--- config.mk ---
export PLATFORM = sky130hd
export DESIGN_NAME = regfile_write_scheduler
export DESIGN_NICKNAME = d
export VERILOG_FILES = /design/src/rtl/regfile_pkg.sv /design/src/rtl/rr_arbiter.sv /design/src/rtl/regfile_write_scheduler.sv
export SDC_FILE = /design/constraint.sdc
export NUM_CORES = 1
export LEC_CHECK = 0
export CELL_PAD_IN_SITES_DETAIL_PLACEMENT = 0
export CELL_PAD_IN_SITES_GLOBAL_PLACEMENT = 1
export CORE_UTILIZATION = 30
export DETAILED_ROUTE_END_ITERATION = 8
export PLACE_DENSITY_LB_ADDON = 0.12
export SYNTH_ARGS = -nofsm -noshare
export SYNTH_HDL_FRONTEND = slang
export SYNTH_SLANG_ARGS = --single-unit
--- constraint.sdc ---
create_clock -name clk -period 8.86 [get_ports clk]
set_clock_uncertainty 0.2 [all_clocks]
set_input_delay 2.215 -clock clk [delete_from_list [all_inputs] [get_ports clk]]
set_output_delay 2.215 -clock clk [all_outputs]
set_load 0.05 [all_outputs]
--- src/rtl/regfile_pkg.sv ---
// Shared constants and types for the register-file write path.
package regfile_pkg;

    localparam int unsigned REG_ADDR_W = 5;
    localparam int unsigned NUM_REGS   = 32;

    localparam logic [REG_ADDR_W-1:0] ZERO_REG     = 5'd31;
    localparam logic [REG_ADDR_W-1:0] CLR_LAST_REG = 5'd30;

    typedef enum logic {
        SCHED_CLEAR,
        SCHED_RUN
    } sched_state_t;

endpackage

--- src/rtl/rr_arbiter.sv ---
// Round-robin arbiter: first requester at or after ptr (wrapping) wins.
module rr_arbiter #(
    parameter int unsigned NUM_REQ = 4
) (
    input  logic [NUM_REQ-1:0]                                   req,
    input  logic [((NUM_REQ > 1) ? $clog2(NUM_REQ) : 1)-1:0]     ptr,
    input  logic                                                 en,
    output logic [NUM_REQ-1:0]                                   grant_onehot,
    output logic [((NUM_REQ > 1) ? $clog2(NUM_REQ) : 1)-1:0]     grant_idx
);

    localparam int unsigned PTR_W = (NUM_REQ > 1) ? $clog2(NUM_REQ) : 1;

    logic [PTR_W-1:0] idx;
    logic             found;

    // Scan ptr, ptr+1, ... mod NUM_REQ and take the first valid requester.
    always_comb begin
        grant_onehot = '0;
        grant_idx    = '0;
        found        = 1'b0;
        idx          = '0;
        for (int unsigned k = 0; k < NUM_REQ; k++) begin
            idx = PTR_W'((32'(ptr) + k) % NUM_REQ);
            if (en && !found && req[idx]) begin
                found             = 1'b1;
                grant_idx         = idx;
                grant_onehot[idx] = 1'b1;
            end
        end
    end

endmodule

--- src/rtl/regfile_write_scheduler.sv ---
// Owns the register-file write port: zero-fill after reset/clear, then round-robin writeback.
module regfile_write_scheduler
    import regfile_pkg::*;
#(
    parameter int unsigned NUM_REQ = 4,
    parameter int unsigned DATA_W  = 64
) (
    input  logic                                   clk,
    input  logic                                   reset_n,
    input  logic                                   clear_req,
    input  logic                                   stall,
    input  logic [NUM_REQ-1:0]                     req_valid,
    input  logic [NUM_REQ-1:0][REG_ADDR_W-1:0]     req_addr,
    input  logic [NUM_REQ-1:0][DATA_W-1:0]         req_data,
    output logic [NUM_REQ-1:0]                     req_ready,
    output logic                                   wr_en,
    output logic [REG_ADDR_W-1:0]                  wr_addr,
    output logic [DATA_W-1:0]                      wr_data,
    output logic                                   clear_busy
);

    localparam int unsigned PTR_W = (NUM_REQ > 1) ? $clog2(NUM_REQ) : 1;

    sched_state_t            state_q,   state_d;
    logic [REG_ADDR_W-1:0]   clr_cnt_q, clr_cnt_d;
    logic [PTR_W-1:0]        rr_ptr_q,  rr_ptr_d;
    logic                    wr_en_d;
    logic [REG_ADDR_W-1:0]   wr_addr_d;
    logic [DATA_W-1:0]       wr_data_d;

    logic                    arb_en;
    logic [NUM_REQ-1:0]      grant_onehot;
    logic [PTR_W-1:0]        grant_idx;
    logic [REG_ADDR_W-1:0]   grant_addr;

    // Grants only in RUN, and never on a stall or clear cycle.
    assign arb_en     = (state_q == SCHED_RUN) && !stall && !clear_req;
    assign req_ready  = grant_onehot;
    assign clear_busy = (state_q == SCHED_CLEAR);
    assign grant_addr = req_addr[grant_idx];

    rr_arbiter #(
        .NUM_REQ (NUM_REQ)
    ) u_arb (
        .req          (req_valid),
        .ptr          (rr_ptr_q),
        .en           (arb_en),
        .grant_onehot (grant_onehot),
        .grant_idx    (grant_idx)
    );

    // State, fill counter, round-robin pointer and output register.
    always_ff @(posedge clk or negedge reset_n) begin
        if (!reset_n) begin
            state_q   <= SCHED_CLEAR;
            clr_cnt_q <= '0;
            rr_ptr_q  <= '0;
            wr_en     <= 1'b0;
            wr_addr   <= '0;
            wr_data   <= '0;
        end else begin
            state_q   <= state_d;
            clr_cnt_q <= clr_cnt_d;
            rr_ptr_q  <= rr_ptr_d;
            wr_en     <= wr_en_d;
            wr_addr   <= wr_addr_d;
            wr_data   <= wr_data_d;
        end
    end

    // Next-state and next-write selection; address/data hold when nothing is issued.
    always_comb begin
        state_d   = state_q;
        clr_cnt_d = clr_cnt_q;
        rr_ptr_d  = rr_ptr_q;
        wr_en_d   = 1'b0;
        wr_addr_d = wr_addr;
        wr_data_d = wr_data;

        case (state_q)
            SCHED_CLEAR: begin
                if (clear_req) begin
                    clr_cnt_d = '0;
                end else if (!stall) begin
                    wr_en_d   = 1'b1;
                    wr_addr_d = clr_cnt_q;
                    wr_data_d = '0;
                    if (clr_cnt_q == CLR_LAST_REG) begin
                        state_d   = SCHED_RUN;
                        clr_cnt_d = '0;
                    end else begin
                        clr_cnt_d = clr_cnt_q + 5'd1;
                    end
                end
            end
            SCHED_RUN: begin
                if (clear_req) begin
                    state_d   = SCHED_CLEAR;
                    clr_cnt_d = '0;
                end else if (|grant_onehot) begin
                    // X31 writes are consumed but never reach the file.
                    wr_en_d   = (grant_addr != ZERO_REG);
                    wr_addr_d = grant_addr;
                    wr_data_d = req_data[grant_idx];
                    rr_ptr_d  = PTR_W'((32'(grant_idx) + 32'd1) % NUM_REQ);
                end
            end
            default: begin
                state_d = SCHED_CLEAR;
            end
        endcase
    end

endmodule
==> impl_metrics.json <==
{
  "outcome": "finished, final reports clean",
  "remaining_drc_errors": 0,
  "clkSlewWorstSetupHoldPaths_ps": 60,
  "start_kind": "input pin",
  "synth_top_family_by_area": "multiplexers",
  "root_buffer": "clkbuf_16",
  "synth-edff-count": 0,
  "slew_headroom_pct": 29.67,
  "syn_avg_cell_area_sq_um": 10.26,
  "grt_pass1_vias": 5845,
  "crit_start": "req_valid[3]",
  "nFillCells": 1835,
  "synth_top_cell_by_area": "dfrtp_1",
  "reg2reg_from": "rr_ptr_q[0]",
  "drt_wl_total_um": 20360,
  "nNetsFinal": 1207,
  "synth_area_leaders": "dfrtp_1, mux2i_1, mux2_2",
  "vias_per_cell": 4.886,
  "netlist_area_sq_um": 6056,
  "grt_pass1_wl_um": 30330,
  "routedWlPerCell_um": 17.18,
  "yosysSeqAreaShare_pct": 32.23,
  "drv_slew": 0,
  "utilization_pct": 50.85,
  "maxCapViolations": 0,
  "fin_crit_sh_pct": 83.05,
  "yosysWarningCount": 0,
  "cts_setup_buffers": 0,
  "powerDensity_nw_per_um2": 98.99,
  "mostFrequentLayoutCell": "clkdlybuf4s50_1",
  "post_cts_resized": 0,
  "grt_max_degree": 81,
  "criticalPathCategory": "input pin to output pin",
  "gp_congestion": 0.8350,
  "cts_tree": "built",
  "grt_overflow": 0,
  "die_h_um": 144.1,
  "synth_compound_area_share_pct": 10.23,
  "finalSetupViolCount": 0,
  "netlist_instances": 590,
  "cts_max_level": 3,
  "fmax_mhz": 135.9,
  "grt_setup_unrepaired": "false",
  "synthDominantCellAreaShare_pct": 32.23,
  "cp-end-kind": "output pin",
  "insertion_delay_ps": 340,
  "drt-initial-drc-count": 161,
  "synthAdderAreaFrac_pct": 1.653,
  "cp.required_ps": 6450,
  "synth_xor_xnor_area_share_pct": 0.2893,
  "synthSimpleGateAreaFrac_pct": 9.835,
  "crit_fanout": 11,
  "layout-drive-gt1-share_pct": 12.19,
  "leakage_uw": 0.003687,
  "area_growth_pct": 65.02,
  "synth_ff_type": "dfrtp_1",
  "hold_class": "flip-flop to flip-flop",
  "vias": 5790,
  "yosysUniqueCellTypes": 46,
  "cts_buffers": 9,
  "multi_input_area_sq_um": 3715,
  "synth_seq_cells": 78,
  "die_w_um": 144.1,
  "max_slew.worst_pin.slew_ps": 1055,
  "seqCellArea_sq_um": 1952,
  "grt_usage_pct": 19.20,
  "io_pins": 359,
  "antenna_found_initial": 1,
  "start_util_pct": 30.81,
  "core_sq_um": 19650,
  "num_rows": 51,
  "holdCritStartpoint": "wr_data[23]",
  "cts.sinks": 78,
  "async_reset_ff_share_pct": 100.0,
  "postCtsHoldBufs": 0,
  "layout_min_cycle_time_ps": 7359,
  "first_pass_iters": 4,
  "peakVddDrop_mv": 0.08651,
  "dieArea_sq_um": 20760,
  "cts_buffer_depth": 2,
  "antenna_left": 0,
  "dp_hpwl_um": 15850,
  "numPortBuffers": 358,
  "synth_nets": 882,
  "final_cell_mix": "clkdlybuf4s50_1, mux2i_1, dfrtp_1",
  "arrival_ps": 4940,
  "yosys-mux-area-fraction_pct": 38.78,
  "setup_tns_ps": 0,
  "hold_violations": 0
}
per-layer routing:
layer  up-vias  global-route usage (%)  part of all wire (%)
li1       2839                       -                     -
met1      2703                   19.53                    36
met2       227                   36.94                    54
met3        21                   5.563                   8.8
met4         0                   6.607                   1.5
met5         -                       0                     0
critical path, cell delays in order:
cell and delay [ps]:
clkdlybuf4s50_1 590, mux4_2 640, nor3_2 410, a22oi_1 210, inv_1 80, clkdlybuf4s50_1 790
where the power goes:
| part | internal [uW] | switching [uW] |
|---|---|---|
| clock | 245 | 149 |
| combinational | 152 | 78.4 |
| sequential | 359 | 6.01 |
cell families after synthesis:
group / after synthesis
compound gates: 103
xor+xnor: 2
simple gates: 124
buf+inv: 60
flops: 78
fa+ha+maj: 8
mux: 215
path summary, 6_finish.rpt:
path	end	slack, ps	cells after the start
min reg2reg	wr_data[23]	300	2
min	wr_data[23]	300	2
max in group asynchronous	wr_data[41]	5910	1
min in group asynchronous	wr_data[49]	1830	1
max	req_ready[3]	1500	6
max reg2reg	wr_data[55]	3620	11
state kept, by name, summed over array words and instances, names as in the netlist:
| register | flops |
|---|---|
| wr_data | 64 |
| state_q | 1 |
| rr_ptr_q | 2 |
| clr_cnt_q | 5 |
| wr_addr | 5 |
| wr_en | 1 |
per-stage QoR:
stage / instance area [sq um] / power [uW] / worst slack [ps] / hold slack (ps) / instances
finish: 9993 / 989.2 / 1501 / 302.7 / 1185
global route: 9993 / 1036 / 1325 / 332.8 / 1185
CTS: 9991 / 1006 / 1511 / 307.6 / 1184
detailed placement: 9678 / 603.8 / 1515 / 294.2 / 1169
global placement: 9678 / 599.6 / 1607 / 287.9 / 1169
floorplan: 6056 / 448.1 / 2872 / 293.6 / 590
synth_stat cells (2+ instances only):
cell type	instances
o221ai_1	4
inv_1	8
dfrtp_1	78
buf_1	7
o21ai_1	57
buf_12	10
nand2_1	33
ha_1	8
or3_1	2
o21ai_0	15
mux4_1	2
nor2_1	7
nor2b_1	3
clkbuf_1	21
nand4_1	2
a221o_1	2
clkbuf_4	4
mux2_2	70
a22oi_1	6
a21oi_1	3
nand3_1	70
mux2i_1	136
o21ai_2	8
mux4_2	6
buf_2	7
layout make-up:
class / instances / area share, %
clock buffers: 9 / 2.254
multi-input cells: 452 / 37.17
flip-flops and latches: 78 / 19.53
clock inverters: 6 / 0.8764
inverters: 9 / 0.3380
diodes: 1 / 0.02504
well taps: 265 / 3.318
repair buffers: 365 / 36.48
Power figures use the tool's default switching activity.
